==> config.mk <==
export PLATFORM = sky130hd
export DESIGN_NAME = round_sat_pipe_flat
export DESIGN_NICKNAME = d
export VERILOG_FILES = /design/src/rtl/round_sat_pipe_pkg.sv /design/src/rtl/round_sat_pipe_if.sv /design/src/rtl/round_sat_pipe_round_core.sv /design/src/rtl/round_sat_pipe.sv /design/src/flat_wrapper.sv
export SDC_FILE = /design/constraint.sdc
export NUM_CORES = 1
export LEC_CHECK = 0
export ABC_AREA = 1
export ABC_CLOCK_PERIOD_IN_PS = 2270
export CAP_MARGIN = 20
export CELL_PAD_IN_SITES_DETAIL_PLACEMENT = 1
export CELL_PAD_IN_SITES_GLOBAL_PLACEMENT = 1
export CORE_UTILIZATION = 35
export DETAILED_ROUTE_END_ITERATION = 10
export PLACE_DENSITY = 0.76
export SLEW_MARGIN = 20
export SYNTH_ARGS = -nofsm -noshare
export SYNTH_HDL_FRONTEND = slang
export SYNTH_SLANG_ARGS = --single-unit
export TNS_END_PERCENT = 5
==> constraint.sdc <==
create_clock -name clk -period 2.27 [get_ports clk]
set_clock_uncertainty 0.05 [all_clocks]
set_input_delay 0.454 -clock clk [delete_from_list [all_inputs] [get_ports clk]]
set_output_delay 0.454 -clock clk [all_outputs]
set_load 0.02 [all_outputs]
==> src/rtl/round_sat_pipe_pkg.sv <==
// round_sat_pipe shared definitions.
// Rounding-mode codes and sign-magnitude field geometry.
package round_sat_pipe_pkg;

    localparam logic [1:0] RM_TRUNC     = 2'b00;
    localparam logic [1:0] RM_HALF_AWAY = 2'b01;
    localparam logic [1:0] RM_HALF_EVEN = 2'b10;

    localparam int DEF_IN_W   = 32;
    localparam int DEF_FRAC_W = 16;
    localparam int DEF_OUT_W  = 8;

    // Bit position of the sign in a sample.
    function automatic int sm_sign_pos(input int in_w);
        return in_w - 1;
    endfunction

    // Width of the integer part of the magnitude.
    function automatic int sm_q_w(input int in_w, input int frac_w);
        return in_w - 1 - frac_w;
    endfunction

    // Rounded magnitude width: one carry bit above q.
    function automatic int sm_r_w(input int in_w, input int frac_w);
        return in_w - frac_w;
    endfunction

    // Signed rounded value width.
    function automatic int sm_v_w(input int in_w, input int frac_w);
        return in_w - frac_w + 1;
    endfunction

    function automatic int max3(input int a, input int b, input int c);
        int m;
        m = (a > b) ? a : b;
        return (m > c) ? m : c;
    endfunction

endpackage

==> src/rtl/round_sat_pipe_if.sv <==
// round_sat_pipe streaming bus.
// Input beat channel and output beat channel, valid/ready each.
interface round_sat_pipe_if #(
    parameter int IN_W  = 32,
    parameter int OUT_W = 8
);

    logic             in_valid;
    logic             in_ready;
    logic [IN_W-1:0]  in_data;
    logic [1:0]       in_mode;
    logic             out_valid;
    logic             out_ready;
    logic [OUT_W-1:0] out_data;
    logic             out_sat;

    modport master (
        output in_valid,
        output in_data,
        output in_mode,
        output out_ready,
        input  in_ready,
        input  out_valid,
        input  out_data,
        input  out_sat
    );

    modport slave (
        input  in_valid,
        input  in_data,
        input  in_mode,
        input  out_ready,
        output in_ready,
        output out_valid,
        output out_data,
        output out_sat
    );

endinterface

==> src/rtl/round_sat_pipe_round_core.sv <==
// round_core: combinational sign-magnitude fixed-point rounder.
// Produces a two's complement integer; negative zero maps to 0.
module round_core
    import round_sat_pipe_pkg::*;
#(
    parameter int IN_W   = 32,
    parameter int FRAC_W = 16
) (
    input  logic [IN_W-1:0]          data_i,
    input  logic [1:0]               mode_i,
    output logic signed [IN_W-FRAC_W:0] val_o
);

    localparam int Q_W = sm_q_w(IN_W, FRAC_W);
    localparam int R_W = sm_r_w(IN_W, FRAC_W);
    localparam int V_W = sm_v_w(IN_W, FRAC_W);
    localparam int S_P = sm_sign_pos(IN_W);

    logic                  sign;
    logic [Q_W-1:0]        q;
    logic [FRAC_W-1:0]     f;
    logic [FRAC_W-1:0]     h;
    logic                  inc;
    logic [R_W-1:0]        r;
    logic signed [V_W-1:0] mag_s;

    assign sign = data_i[S_P];
    assign q    = data_i[IN_W-2:FRAC_W];
    assign f    = data_i[FRAC_W-1:0];

    // Half-LSB weight of the fractional field.
    always_comb begin
        h = '0;
        h[FRAC_W-1] = 1'b1;
    end

    // Round-up decision; the reserved mode code rounds half away.
    always_comb begin
        inc = 1'b0;
        unique case (mode_i)
            RM_TRUNC:     inc = 1'b0;
            RM_HALF_EVEN: inc = (f > h) || ((f == h) && q[0]);
            default:      inc = (f >= h);
        endcase
    end

    // Magnitude add cannot overflow thanks to the carry bit; negate last.
    always_comb begin
        r     = {1'b0, q} + R_W'(inc);
        mag_s = {1'b0, r};
        val_o = sign ? -mag_s : mag_s;
    end

endmodule

==> src/rtl/round_sat_pipe.sv <==
// round_sat_pipe: two-stage round / level-shift / saturate stream.
// Stage 1 rounds, stage 2 shifts and clamps; counts clamped beats.
module round_sat_pipe
    import round_sat_pipe_pkg::*;
#(
    parameter int IN_W        = 32,
    parameter int FRAC_W      = 16,
    parameter int OUT_W       = 8,
    parameter int OUT_SIGNED  = 0,
    parameter int LEVEL_SHIFT = 128,
    parameter int CNT_W       = 16
) (
    input  logic               clk,
    input  logic               rst_n,
    round_sat_pipe_if.slave    io,
    input  logic               sat_clr,
    output logic [CNT_W-1:0]   sat_count
);

    localparam int V_W = sm_v_w(IN_W, FRAC_W);
    localparam int W_W = max3(V_W, OUT_W, 32) + 1;
    localparam logic signed [W_W-1:0] LS = W_W'(LEVEL_SHIFT);

    logic signed [V_W-1:0] core_v;

    logic                  s1_valid_q, s1_valid_d;
    logic signed [V_W-1:0] s1_v_q, s1_v_d;
    logic                  s2_valid_q, s2_valid_d;
    logic [OUT_W-1:0]      s2_data_q, s2_data_d;
    logic                  s2_sat_q, s2_sat_d;
    logic [CNT_W-1:0]      cnt_q, cnt_d;

    logic                  s1_adv;
    logic                  s2_adv;
    logic signed [W_W-1:0] vx;
    logic signed [W_W-1:0] w;
    logic [OUT_W-1:0]      sat_data;
    logic                  sat_flag;

    round_core #(
        .IN_W   (IN_W),
        .FRAC_W (FRAC_W)
    ) u_round (
        .data_i (io.in_data),
        .mode_i (io.in_mode),
        .val_o  (core_v)
    );

    // Widen the stage-1 value, apply the shift and clamp to the range.
    always_comb begin
        vx       = {{(W_W-V_W){s1_v_q[V_W-1]}}, s1_v_q};
        w        = vx + LS;
        sat_data = '0;
        sat_flag = 1'b0;
        if (OUT_SIGNED != 0) begin
            if ((vx[W_W-1:OUT_W-1] == '0) || (vx[W_W-1:OUT_W-1] == '1)) begin
                sat_data = vx[OUT_W-1:0];
            end else if (vx[W_W-1]) begin
                sat_data[OUT_W-1] = 1'b1;
                sat_flag = 1'b1;
            end else begin
                sat_data = '1;
                sat_data[OUT_W-1] = 1'b0;
                sat_flag = 1'b1;
            end
        end else begin
            if (w[W_W-1]) begin
                sat_data = '0;
                sat_flag = 1'b1;
            end else if (w[W_W-2:OUT_W] != '0) begin
                sat_data = '1;
                sat_flag = 1'b1;
            end else begin
                sat_data = w[OUT_W-1:0];
            end
        end
    end

    // Stall control and next state of both stages and the counter.
    always_comb begin
        s2_adv     = !s2_valid_q || io.out_ready;
        s1_adv     = !s1_valid_q || s2_adv;
        s1_valid_d = s1_valid_q;
        s1_v_d     = s1_v_q;
        s2_valid_d = s2_valid_q;
        s2_data_d  = s2_data_q;
        s2_sat_d   = s2_sat_q;
        cnt_d      = cnt_q;
        if (s1_adv) begin
            s1_valid_d = io.in_valid;
            if (io.in_valid) begin
                s1_v_d = core_v;
            end
        end
        if (s2_adv) begin
            s2_valid_d = s1_valid_q;
            if (s1_valid_q) begin
                s2_data_d = sat_data;
                s2_sat_d  = sat_flag;
            end
        end
        if (sat_clr) begin
            cnt_d = '0;
        end else if (s2_valid_q && io.out_ready && s2_sat_q && !(&cnt_q)) begin
            cnt_d = cnt_q + CNT_W'(1);
        end
    end

    // Pipeline and counter registers; reset drops all in-flight beats.
    always_ff @(posedge clk or negedge rst_n) begin
        if (!rst_n) begin
            s1_valid_q <= 1'b0;
            s1_v_q     <= '0;
            s2_valid_q <= 1'b0;
            s2_data_q  <= '0;
            s2_sat_q   <= 1'b0;
            cnt_q      <= '0;
        end else begin
            s1_valid_q <= s1_valid_d;
            s1_v_q     <= s1_v_d;
            s2_valid_q <= s2_valid_d;
            s2_data_q  <= s2_data_d;
            s2_sat_q   <= s2_sat_d;
            cnt_q      <= cnt_d;
        end
    end

    assign io.in_ready  = s1_adv;
    assign io.out_valid = s2_valid_q;
    assign io.out_data  = s2_data_q;
    assign io.out_sat   = s2_sat_q;
    assign sat_count    = cnt_q;

endmodule

==> src/flat_wrapper.sv <==
// flat-port wrapper written by rule: the top's interface ports become plain ports
module round_sat_pipe_flat import round_sat_pipe_pkg::*;
#(
    parameter int IN_W        = 32,
    parameter int FRAC_W      = 16,
    parameter int OUT_W       = 8,
    parameter int OUT_SIGNED  = 0,
    parameter int LEVEL_SHIFT = 128,
    parameter int CNT_W       = 16
)
  (clk, rst_n, sat_clr, sat_count, io_in_valid, io_in_data, io_in_mode, io_out_ready, io_in_ready, io_out_valid, io_out_data, io_out_sat);
  round_sat_pipe_if #(.IN_W(IN_W), .OUT_W(OUT_W)) io_i ();
  input  logic clk;
  input  logic rst_n;
  input  logic sat_clr;
  output logic [CNT_W-1:0] sat_count;
  input wire logic [$bits(io_i.in_valid)-1:0] io_in_valid;
  input wire logic [$bits(io_i.in_data)-1:0] io_in_data;
  input wire logic [$bits(io_i.in_mode)-1:0] io_in_mode;
  input wire logic [$bits(io_i.out_ready)-1:0] io_out_ready;
  output wire logic [$bits(io_i.in_ready)-1:0] io_in_ready;
  output wire logic [$bits(io_i.out_valid)-1:0] io_out_valid;
  output wire logic [$bits(io_i.out_data)-1:0] io_out_data;
  output wire logic [$bits(io_i.out_sat)-1:0] io_out_sat;
  assign io_i.in_valid = io_in_valid;
  assign io_i.in_data = io_in_data;
  assign io_i.in_mode = io_in_mode;
  assign io_i.out_ready = io_out_ready;
  assign io_in_ready = io_i.in_ready;
  assign io_out_valid = io_i.out_valid;
  assign io_out_data = io_i.out_data;
  assign io_out_sat = io_i.out_sat;
  round_sat_pipe #(.IN_W(IN_W), .FRAC_W(FRAC_W), .OUT_W(OUT_W), .OUT_SIGNED(OUT_SIGNED), .LEVEL_SHIFT(LEVEL_SHIFT), .CNT_W(CNT_W)) u_core (.clk(clk), .rst_n(rst_n), .io(io_i), .sat_clr(sat_clr), .sat_count(sat_count));
endmodule
==> implementation parameters <==
Parameter                              Value

Detailed routing
  Routed met1 length    3.95 mm
  Routed len/inst    14.4 µm
  Routed via count divided by cell count    5.01
  Remaining routing DRC violations    0
  Total length of routed met3 wires    181 µm
  Routed vias    3269
  Remaining number of nets flagged by the antenna check after routing    0
  Drt first-iter violations    117
  WL final    9.37 mm
  Met2 wirelength from detailed routing    5.08 mm
  Length of the first detailed-routing pass in iterations    4
  Highest layer used for signal routing    met4

Finish
  Most frequent standard cell in the layout excluding fill and tap cells    nand2_1
  Ant. Diodes    0
  Highest-count cells in the layout ignoring fill and taps    123 x nand2_1, 54 x inv_1, 49 x buf_4
  Ratio of cells with drive above 1 in the final layout    22.2%
  Post-layout nets    593
  Cell area after layout    4380 µm²
  Synthesis-to-finish area growth    50.0%

STA
  Worst slew margin relative to its limit    54.2%
  Setup-violating endpoint count in the final report    14
  Minimum clock period    2.58 ns
  RSZ-0062 raised after global routing    yes
  Slew of the pin with the lowest slew margin    0.686 ns
  Final number of hold-violating endpoints    0
  Fin. max-slew vios    0
  Highest attainable clock frequency    388 MHz
  Setup slack of the critical path after layout    -0.306 ns
  Hold WS    0.166 ns
  Final worst path period share    113%

Synth
  Ranking of synthesized cells by area    dfrtp_1 38%, nand2_1 17%, inv_1 7.1%
  Post-synthesis average cell area    6.72 µm²
  Fraction of synthesized cell area taken by the top area cell type    37.7%
  Instance count of the mapped netlist    435
  Yosys warning total    0
  Post-synthesis net count    479
  Synth Register Bits    44
  Synth unique cells    31
  Leading area contributor after synthesis    dfrtp_1
  Netlist Area Pre-Place    2920 µm²
  Share of synthesized area occupied by flip-flops and latches    37.7%

CTS
  Clock edge transition at the registers on the reported setup and hold paths    0.09 ns
  Max Root-Sink Buffers    2
  Total clock buffers created by CTS    5
  Root buffer cell    clkbuf_8
  # clock sinks    44
  H-tree lvl count    2
  TritonCTS clock tree    yes
  Clock latency on the worst-skew pair    0.30 ns
  Number of buffers added to fix hold violations after cts    0

Die
  Overall die height    93.4 µm
  Std cell rows    32
  Starting density of the core    37.1%
  I/O pin count    66
  Die Area    8720 µm²
  Area of the placeable core    7890 µm²
  Die boundary width    93.4 µm

Setup path
  Data arrival time of the critical path    2.71 ns
  Data required time of the critical path    2.41 ns
  Most frequent CP cell    ha_4
  Slowest library cell on the worst path    nor4_4
  Reg-to-reg startpoint    u_core.sat_count[0]
  R2r setup slk    0.25 ns
  Kind of launch point of the worst setup path    input port
  Depth of the most critical reg-to-reg path    12
  Family of cells with the greatest summed delay on the critical path    simple AND/OR/NAND/NOR gates
  Max FO, Critical Path    4
  Number of cells on the critical path    15
  Classification of the worst setup path    input port to register
  Capture instance of the worst register-to-register path    u_core.sat_count[14]
  Longest individual stage delay on the worst path    0.29 ns
  Buffers plus inverters on the worst setup path    3
  Kind of end point of the critical path    register
  Critical-path cell list    buf_6 > nor4_4 > a41oi_2 > o21a_1 > ha_4 > ha_4 > inv_4 > ha_4 > nand2_1 > nor2_4 > nand2_4 > buf_4 > nand2_1 > xor2_1 > o21ai_1

Placement
  Cell area after placement    4030 µm²
  Number of buffers inserted by port buffering    65
  Half-perimeter wire length after detailed placement    7.18 mm
  Routability cong.    0.833

Flow run
  Max-cap violation count    0

Global route
  Total global-route track usage    22.5%
  Congestion Overflow GR    0
  Global-route wire length before repair    15.6 mm
  Initial antenna violation count    0
  Vias in the first global route    3323
  Pin count of the biggest net entering global routing    45

Status
  Run status    finished with violations
  Violations in the final reports    setup timing

Power
  Overall power after layout    2.35 mW
  PD cells    537 nW/µm²
  Leakage Power    2.05 nW
  Worst vdd ir    278 µV

Min path
  Type of the worst min-delay path    input port to async pin
==> cells in the mapped netlist, drive strengths merged <==
master and n:
o22ai 1, dfrtp 44, nand2 138, o21a 2
a41oi 1, ha 5, o211a 1, o2111ai 1
clkbuf 3, o21bai 1, nor2 51, a31oi 1
xor2 5, xnor2 4, nand3 42, o21ai 36
nand3b 2, nor3 8, nand4 10, buf 4
nor4 6, a21oi 13, a221oi 1, inv 55
==> layer usage <==
metal / track usage (%) / vias to the layer above
met1: 27.0 / 1566
met5: 0 / -
li1: - / 1641
met2: 42.0 / 52
met3: 2.20 / 10
met4: 6.67 / 0
==> worst max path at each step <==
stage                             end  slack, ns            from
CTS                 u_core.s1_v_q[13]      -0.18  io_in_data[12]
finish               u_core.s1_v_q[6]      -0.31   io_in_data[9]
global route        u_core.s1_v_q[15]      -0.39   io_in_data[9]
detailed placement  u_core.s1_v_q[13]      -0.95  io_in_data[16]
global placement    u_core.s1_v_q[11]      -0.85  io_in_data[16]
floorplan           u_core.s1_v_q[12]      -0.21  io_in_data[16]
==> flip-flops by register name, summed over array words and instances (netlist names) <==
register / flops
u_core.io.out_data: 8
u_core.io.out_sat: 1
u_core.io.out_valid: 1
u_core.s1_v_q: 17
u_core.s1_valid_q: 1
u_core.sat_count: 16
==> power breakdown <==
group          internal, mW  total [mW]  switching, mW
combinational         0.349       0.764          0.415
clock                 0.326       0.605          0.280
sequential            0.898       0.984         0.0852
total                  1.57        2.35          0.780
==> metrics by stage <==
| stage | TNS (ns) | setup WS, ns | util [%] | cells |
|---|---|---|---|---|
| after global routing | -4.24 | -0.387 | 55.6 | 652 |
| after detailed placement | -12.48 | -0.947 | 51.1 | 636 |
| after global placement | -11.53 | -0.855 | 51.1 | 636 |
| after floorplan | -1.77 | -0.210 | - | 435 |
| after CTS | -1.24 | -0.179 | 54.3 | 647 |
| final | -2.88 | -0.306 | 55.6 | 652 |
==> kinds of logic after synthesis <==
kind of cell,Yosys count,synth area share [%]
flip-flops,44,37.7
buffers and inverters,62,8.09
XOR/XNOR,9,2.70
adder cells (fa/ha/maj),5,2.14
AND/OR/NAND/NOR,257,38.3
AO/OA/AOI/OAI,58,11.1
==> timing repair <==
item | in CTS | in global routing
resized for setup | 97 | 16
pin swaps | 30 | 22
endpoints found under the setup margin | 16 | 15
buffers inserted | 3 | 5
==> final cells by class <==
class	count	area (µm²)
clock buffers	5	68.8
clock inverters	3	42.5
fillers	1007	3500
inverters	55	209
multi-input cells	329	1840
flip-flops and latches	44	1100
well taps	102	128
repair buffers	114	997
==> worst register-to-register path, cell delays in order, from the launching register on <==
cell and delay [ns]:
dfrtp_1 0.43, ha_1 0.26, nand3_1 0.10, nor2_1 0.06, nand3_1 0.10, nand2_2 0.14
nor2_2 0.14, nand2_1 0.13, nor2_1 0.21, nand2_1 0.11, nand2_1 0.08, nand2_1 0.05
nor2_1 0.11
No activity file was read; power rests on OpenSTA's default activity.
